[config.mk]
export PLATFORM = sky130hd
export DESIGN_NAME = dcache_controller
export DESIGN_NICKNAME = d
export VERILOG_FILES = /design/src/rtl/dcache_controller.sv
export SDC_FILE = /design/constraint.sdc
export NUM_CORES = 2
export LEC_CHECK = 0
export CORE_ASPECT_RATIO = 1.4
export CORE_UTILIZATION = 45
export DETAILED_ROUTE_END_ITERATION = 8
export HOLD_SLACK_MARGIN = 0.12
export PLACE_DENSITY_LB_ADDON = 0.3
export SLEW_MARGIN = 20
export SYNTH_ARGS = -nofsm -noshare
export SYNTH_HDL_FRONTEND = slang
export SYNTH_MEMORY_MAX_BITS = 65536
export SYNTH_SLANG_ARGS = --single-unit
[constraint.sdc]
create_clock -name clk -period 8 [get_ports clk]
set_clock_uncertainty 0.1 [all_clocks]
set_input_delay 0.8 -clock clk [delete_from_list [all_inputs] [get_ports clk]]
set_output_delay 0.8 -clock clk [all_outputs]
set_load 0.02 [all_outputs]
[src/rtl/dcache_controller.sv]
// Direct-mapped, write-through, no-write-allocate data cache controller.
// Read hits return data combinationally; read misses fill a whole line from
// memory; every store is written through to memory while the core stalls.
module dcache_controller #(
  parameter int INDEX_W  = 5,
  parameter int OFFSET_W = 2
) (
  input  logic                          clk,
  input  logic                          rst_n,
  input  logic                          MemRead,
  input  logic                          MemWrite,
  input  logic [31:0]                   addr,
  input  logic [31:0]                   wr_data,
  output logic [31:0]                   rd_data,
  output logic                          stall,
  output logic                          mem_rd_req,
  output logic                          mem_wr_req,
  output logic [31:0]                   mem_addr,
  output logic [31:0]                   mem_wdata,
  input  logic [32*(2**OFFSET_W)-1:0]   mem_rdata,
  input  logic                          mem_ready
);

  localparam int LINES   = 2 ** INDEX_W;
  localparam int WORDS   = 2 ** OFFSET_W;
  localparam int IDX_LSB = OFFSET_W + 2;
  localparam int TAG_LSB = INDEX_W + OFFSET_W + 2;
  localparam int TAG_W   = 32 - TAG_LSB;
  localparam logic [31:0] WORD_MASK = 32'hFFFF_FFFC;
  localparam logic [31:0] LINE_MASK = ~((32'd1 << IDX_LSB) - 32'd1);

  typedef enum logic [1:0] {
    ST_IDLE  = 2'd0,
    ST_FILL  = 2'd1,
    ST_WRITE = 2'd2
  } state_t;

  state_t                   r_state;
  state_t                   w_next;
  logic [LINES-1:0]         r_valid;
  logic [TAG_W-1:0]         r_tag  [LINES];
  logic [WORDS-1:0][31:0]   r_data [LINES];
  logic [31:0]              r_addr;
  logic [31:0]              r_wdata;

  // Fields of the incoming core address
  logic [OFFSET_W-1:0]      w_offset;
  logic [INDEX_W-1:0]       w_index;
  logic [TAG_W-1:0]         w_tag;
  logic                     w_hit;
  // Fields of the registered transaction address
  logic [OFFSET_W-1:0]      w_r_offset;
  logic [INDEX_W-1:0]       w_r_index;
  logic [TAG_W-1:0]         w_r_tag;
  logic                     w_r_hit;

  logic                     w_stall;
  logic [31:0]              w_rd_data;
  logic                     w_fill_done;
  logic                     w_write_done;

  assign w_offset   = addr[IDX_LSB-1:2];
  assign w_index    = addr[TAG_LSB-1:IDX_LSB];
  assign w_tag      = addr[31:TAG_LSB];
  assign w_hit      = r_valid[w_index] & (r_tag[w_index] == w_tag);

  assign w_r_offset = r_addr[IDX_LSB-1:2];
  assign w_r_index  = r_addr[TAG_LSB-1:IDX_LSB];
  assign w_r_tag    = r_addr[31:TAG_LSB];
  assign w_r_hit    = r_valid[w_r_index] & (r_tag[w_r_index] == w_r_tag);

  // A reset edge abandons any transaction, so completions only count out of reset
  assign w_fill_done  = rst_n & (r_state == ST_FILL)  & mem_ready;
  assign w_write_done = rst_n & (r_state == ST_WRITE) & mem_ready;

  // Core-facing outputs are forced quiet while reset is held
  assign stall     = rst_n & w_stall;
  assign rd_data   = rst_n ? w_rd_data : 32'd0;
  assign mem_addr  = r_addr;
  assign mem_wdata = r_wdata;

  // Next-state, stall, read data and memory request decode
  always_comb begin
    w_next     = r_state;
    w_stall    = 1'b0;
    w_rd_data  = 32'd0;
    mem_rd_req = 1'b0;
    mem_wr_req = 1'b0;
    case (r_state)
      ST_IDLE: begin
        if (MemWrite) begin
          w_stall = 1'b1;
          w_next  = ST_WRITE;
        end else if (MemRead) begin
          if (w_hit) begin
            w_rd_data = r_data[w_index][w_offset];
          end else begin
            w_stall = 1'b1;
            w_next  = ST_FILL;
          end
        end else begin
          w_rd_data = 32'd0;
        end
      end
      ST_FILL: begin
        mem_rd_req = 1'b1;
        w_stall    = 1'b1;
        if (mem_ready) begin
          w_next = ST_IDLE;
        end else begin
          w_next = ST_FILL;
        end
      end
      ST_WRITE: begin
        mem_wr_req = 1'b1;
        w_stall    = ~mem_ready;
        if (mem_ready) begin
          w_next = ST_IDLE;
        end else begin
          w_next = ST_WRITE;
        end
      end
      default: begin
        w_next = ST_IDLE;
      end
    endcase
  end

  // State, valid bits and the registered transaction address/data
  always_ff @(posedge clk) begin
    if (!rst_n) begin
      r_state <= ST_IDLE;
      r_valid <= '0;
      r_addr  <= 32'd0;
      r_wdata <= 32'd0;
    end else begin
      r_state <= w_next;
      if ((r_state == ST_IDLE) && MemWrite) begin
        r_addr  <= addr & WORD_MASK;
        r_wdata <= wr_data;
      end else if ((r_state == ST_IDLE) && MemRead && !w_hit) begin
        r_addr  <= addr & LINE_MASK;
      end
      if (w_fill_done) begin
        r_valid[w_r_index] <= 1'b1;
      end
    end
  end

  // Tag and data arrays: line fill on read completion, word update on a write-through hit
  always_ff @(posedge clk) begin
    if (w_fill_done) begin
      r_tag[w_r_index]  <= w_r_tag;
      r_data[w_r_index] <= mem_rdata;
    end else if (w_write_done && w_r_hit) begin
      r_data[w_r_index][w_r_offset] <= r_wdata;
    end
  end

endmodule
-- After elaboration in Yosys (flattened, before gate mapping)
Memories as Yosys holds them, arrays and structs flattened. A register that Yosys moved wholly into a read port is not among the register bits.
Index checks and enable logic that the tools add are counted.
- register bits after elaboration: 96
- RAM bits: 4832
- bits of input ports: 197
- output and inout port bits: 99
- memories: 2
- memories (name ; depth ; bits a word ; rd ports ; clocked after Yosys merged registers in ; write ports ; line ; text):
    r_data ; 32 ; 128 ; 1 ; 0 ; 1 ; 42 ; logic [WORDS-1:0][31:0] r_data [LINES];
    r_tag ; 32 ; 23 ; 2 ; 1 ; 1 ; 41 ; logic [TAG_W-1:0] r_tag [LINES];
- $lt $le $gt $ge: 6
- eq/ne operators: 6
- multiplexer cells: 164
- bitwise operators: 137
- reductions and logical operators: 10
- operators with widths (cell ; number):
    2-to-1 mux 32 bit ; 9
    2-to-1 mux 1 bit ; 141
    2-to-1 mux 128 bit ; 1
    bitwise OR 1 bit ; 128
    binary-select mux 32 bit (select 2 bit) ; 1
    demux 32 bit (select 2 bit) ; 1
    equality test 23 bit ; 2
    bitwise OR 32 bit ; 1
    < comparator 5 x 6 -> 1 bit (second input constant) ; 2
    binary-select mux 1 bit (select 5 bit) ; 2
    2-to-1 mux 5 bit ; 2
    2-to-1 mux 2 bit ; 4
    AND 1 bit ; 7
    logical AND 1 bit ; 6
    < comparator 2 x 3 -> 1 bit (second input constant) ; 2
    inequality test 3 bit (second input constant) ; 2
    case mux 2 bit (3 select lines) ; 1
    demux 1 bit (select 5 bit) ; 1
    >= comparator 5 x 1 -> 1 bit (second input constant) ; 1
    case mux 1 bit (3 select lines) ; 1
    equality test 2 x 1 -> 1 bit (second input constant) ; 1
    equality test 2 bit (second input constant) ; 1
    >= comparator 2 x 1 -> 1 bit (second input constant) ; 1
    zero test 2 bit ; 1
    4 further kinds ; 4

-- Depth between registers and ports, before layout
- word-level depth: 9
- gate-level depth with buffers: 16

-- Least setup slack after synthesis
Ideal clock, no wire load.
- path kind: register to register
- start: reg (tool-made name)
- end: mem r_data[11][32] (netlist name) (enable)
- setup time: 421 ps
- arrival: 5382 ps
- setup slack: 2097 ps
- cell stages (with the launch flop): 13
- period minus slack after synthesis: 5903 ps
- cells stage by stage: dfxtp_1 clkbuf_1 clkbuf_1 buf_1 mux4_2 mux2i_1 xnor2_1 nor4_1 nand4_2 nor4b_4 nor2_2 buf_2 nor2_1
- RTL lines (item ; line):
    end, declared ; 42

-- Worst setup path in the final report
- start: in addr[4]
- end: out rd_data[11]
- cells in the longest elaborated chain, start to end: 8
- elaborated cells between the ends (all ways): 13
- RTL lines (item ; line ; text):
    start, declared ; 12 ; input logic [31:0] addr,
    memory read (32 x 23 bit) (tied with other cells) ; n/a ;
    equality test 23 bit (tied with other cells) ; 65 ; assign w_hit = r_valid[w_index] & (r_tag[w_index] == w_tag);
    AND 1 bit or 2-to-1 mux 32 bit (tied branches) ; 65, 96 ;
    2-to-1 mux 32 bit (*) ; 95 ; if (w_hit) begin
    2-to-1 mux 32 bit (*) ; 94 ; end else if (MemRead) begin
    2-to-1 mux 32 bit (*) ; 91 ; if (MemWrite) begin
    2-to-1 mux 32 bit (*) ; 89 ; case (r_state)
    2-to-1 mux 32 bit (*) ; 78 ; assign rd_data = rst_n ? w_rd_data : 32'd0;
    end, declared ; 14 ; output logic [31:0] rd_data,
Mark *: on every way between the ends. The rest lies on a longest branch, timed or not. The select of a mux whose other input is x is not followed.

==> summary.md <==
| Metric | Value |
|---|---|
| Status | complete, but fails checks |
| Failing checks | design-rule violations |
| Antenna Nets Post-Route | 0 |
| Routed via count | 96365 |
| Core area | 433000 sq um |
| Rel. slew slack | 0.150 |
| Netlist cell types | 69 |
| Worst Path Required | 7.10 ns |
| Max-capacitance violation count | 0 |
| Post-Layout Cell Count | 15091 |
| Port-buffer cells | 291 |
| Pwr Density | 241 nW/um^2 |
| #FFs+latches synth | 4933 |
| Post-synthesis async set-or-reset flop share | 0 |
| Hold crit path type | input port to register |
| Routing usage on met2 | 0.423 |
| P&R area growth vs syn | 14.2% |
| Pre-CTS setup slack | 1.38 ns |
| Mapped Cells | 8267 |
| Layout Nets | 9064 |
| Slew Limit Fails | 0 |
| Placed Cells | 14181 |
| Crit path kind | input port to output port |
| Met3 Usage GRT | 0.0582 |
| Syn Std Cell Area | 196000 sq um |
| Grt peak-use layer | met2 |
| Initial core utilization | 0.452 |
| Die area | 438000 sq um |
| Achievable frequency | 148 MHz |
| I/O Pins | 296 |
| Antenna violations before repair | 56 |
| Sequential fraction of the synthesis area | 0.751 |
| Worst-path maximum fanout | 109 |
| CTS buffer count | 444 |
| DRT Wirelength | 565000 um |
| Mapped Avg Cell Area | 23.7 sq um |
| Hold Buf Count CTS | 0 |
| Worst-Margin Slew | 1.27 ns |
| Clock Pin Slew Worst Setup and Hold Paths | 0.07 ns |
| Clock Path Buffers | 4 |
| Final GP Congestion | 0.848 |
| First-pass GRT wire length | 775000 um |
| DRC | 78 |
| Total congestion overflow | 0 |
| Yosys top cell area share | 0.741 |
| Gr usage total | 0.256 |
| Min Tclk post-route | 6.76 ns |
| H-tree Lvls | 5 |
| Chip width | 560 um |
| Worst vdd ir | 0.204 mV |
| Worst Slack Setup Final | 1.24 ns |
| DP Wirelength | 323000 um |
| Synthesis Warnings | 0 |
| EDFF count, synth | 4832 |
| Number of cell rows | 286 |
| Top-count cell post-synth | edfxtp_1 |
| Placed inst area | 209000 sq um |
| Initial DRC Count | 13120 |
| Post-CTS Resized | 0 |
| Tot Pwr | 53.8 mW |
| Postcts setup bufs | 0 |
| Post-route cell area | 224000 sq um |
| Setup TNS | 0 ns |
| Ratio of cells with drive above 1 in the final layout | 0.330 |
| CP Capture Type | output port |
| Final-report setup violation count | 0 |
| Clock tree sinks | 4933 |
| Critical Path Source Type | input port |
| Vias in the first global route | 97080 |
| Synth top area cells | edfxtp_1 (74%), mux4_2 (20%), dfxtp_1 (1.0%), mux2i_1 (0.73%), mux2_2 (0.61%) |
| Final hold viol count | 0 |
| Wire per inst | 37.4 um |
| RSZ-0062 raised after global routing | no |
| Main synth FF type | edfxtp_1 |
| CTS root buf | clkbuf_16 |
| Pre-Repair DR Iteration Count | 9 |
| CTS tree | yes |
| Largest area contributor in the netlist | edfxtp_1 |
| Worst-skew pair later-pin latency | 1.05 ns |
| Synth cell count leaders | edfxtp_1 (4832), mux4_2 (1753), clkbuf_1 (301) |
| Largest net degree at the start of global routing | 142 |
| Met1 Resource Use GR | 0.332 |
| Crit path DAT | 5.86 ns |
| Leakage power | 68.5 nW |
| Vias/cell | 6.39 |
| Die height | 783 um |
| Period utilization | 0.844 |
## cells in the final DEF (no fill, tap or decap), types with 15 or more instances in the layout
cell type           n
mux2i_1           142
nor2_4            164
clkinv_2           66
clkdlybuf4s50_1   283
clkinv_1           94
clkinvlp_4         15
buf_4             302
buf_12             48
clkbuf_16         449
edfxtp_1         4832
diode_2            82
a22oi_1            24
mux2_2            106
dfxtp_1            84
nand2_1           193
clkbuf_1           98
bufinv_16          57
mux2_1             52
nor2b_1            18
xnor2_1            25
a21oi_1            39
o22ai_1            17
nor2_1            109
mux4_2           1753
## registers in the layout, summed over array words and instances, names as in the netlist, named ones only
register and count:
mem_addr 30, r_data 4096, mem_wdata 32, r_valid 32, r_tag 736, r_state 2
## per-stage QoR
step	util	hold slack [ns]
2_1_floorplan	-	0.352
5_1_grt	0.516	0.206
3_3_place_gp	0.481	0.359
6_report	0.516	0.223
3_5_place_dp	0.481	0.355
4_1_cts	0.515	0.145
## path summary, 6_finish.rpt
check                                                start                         end  slack, ns  depth (start not counted)
worst max register to register                    register    r_data[13][12]$_DFFE_PP_       1.43                         12
worst min register to register  mem_wdata[25]$_SDFFE_PN0P_  mem_wdata[25]$_SDFFE_PN0P_       0.37                          2
worst max-delay path                               addr[4]                 rd_data[11]       1.24                          9
worst min-delay path                            wr_data[8]   mem_wdata[8]$_SDFFE_PN0P_       0.22                          3
## cell families (layout without fill, tap and decap cells)
family / Yosys count / in the layout / share of synthesized area
other: 1 / 84 / 0.0000191
flip-flops: 4933 / 4933 / 0.751
multiplexers: 2053 / 2053 / 0.218
AO/OA/AOI/OAI: 164 / 164 / 0.00579
buffers and inverters: 501 / 1482 / 0.0106
XOR/XNOR: 35 / 35 / 0.00157
AND/OR/NAND/NOR: 580 / 580 / 0.0130
## metal layers
| layer | part of all wire | vias to the layer above |
|---|---|---|
| met5 | 0.000081 | - |
| met4 | 0.040 | 8 |
| met3 | 0.10 | 909 |
| met2 | 0.50 | 5621 |
| met1 | 0.36 | 52761 |
| li1 | - | 37066 |
## report_power, final
group / internal, mW / switching [mW]
registers: 28.4 / 0.133
logic: 1.36 / 2.01
clock network: 12.3 / 9.62
## area by class of cell
type                       count  area [sq um]
fill                       32884        210000
sequential                  4933        147000
multi-input combinational   2834         47900
clock buffer                 555         11700
tap                         5760          7210
timing repair buffer         641          6160
clock inverter               273          3150
antenna                       82           205
inverter                      13          56.3
## worst max-delay path: stages
cell             delay [ns]
buf_16                 0.62
buf_12                 0.41
buf_4                  0.58
mux4_2                 0.59
mux4_2                 0.49
mux4_2                 0.62
mux2i_1                0.74
nor2_1                 0.13
clkdlybuf4s50_1        0.58
(Power assumes the default switching activity.)
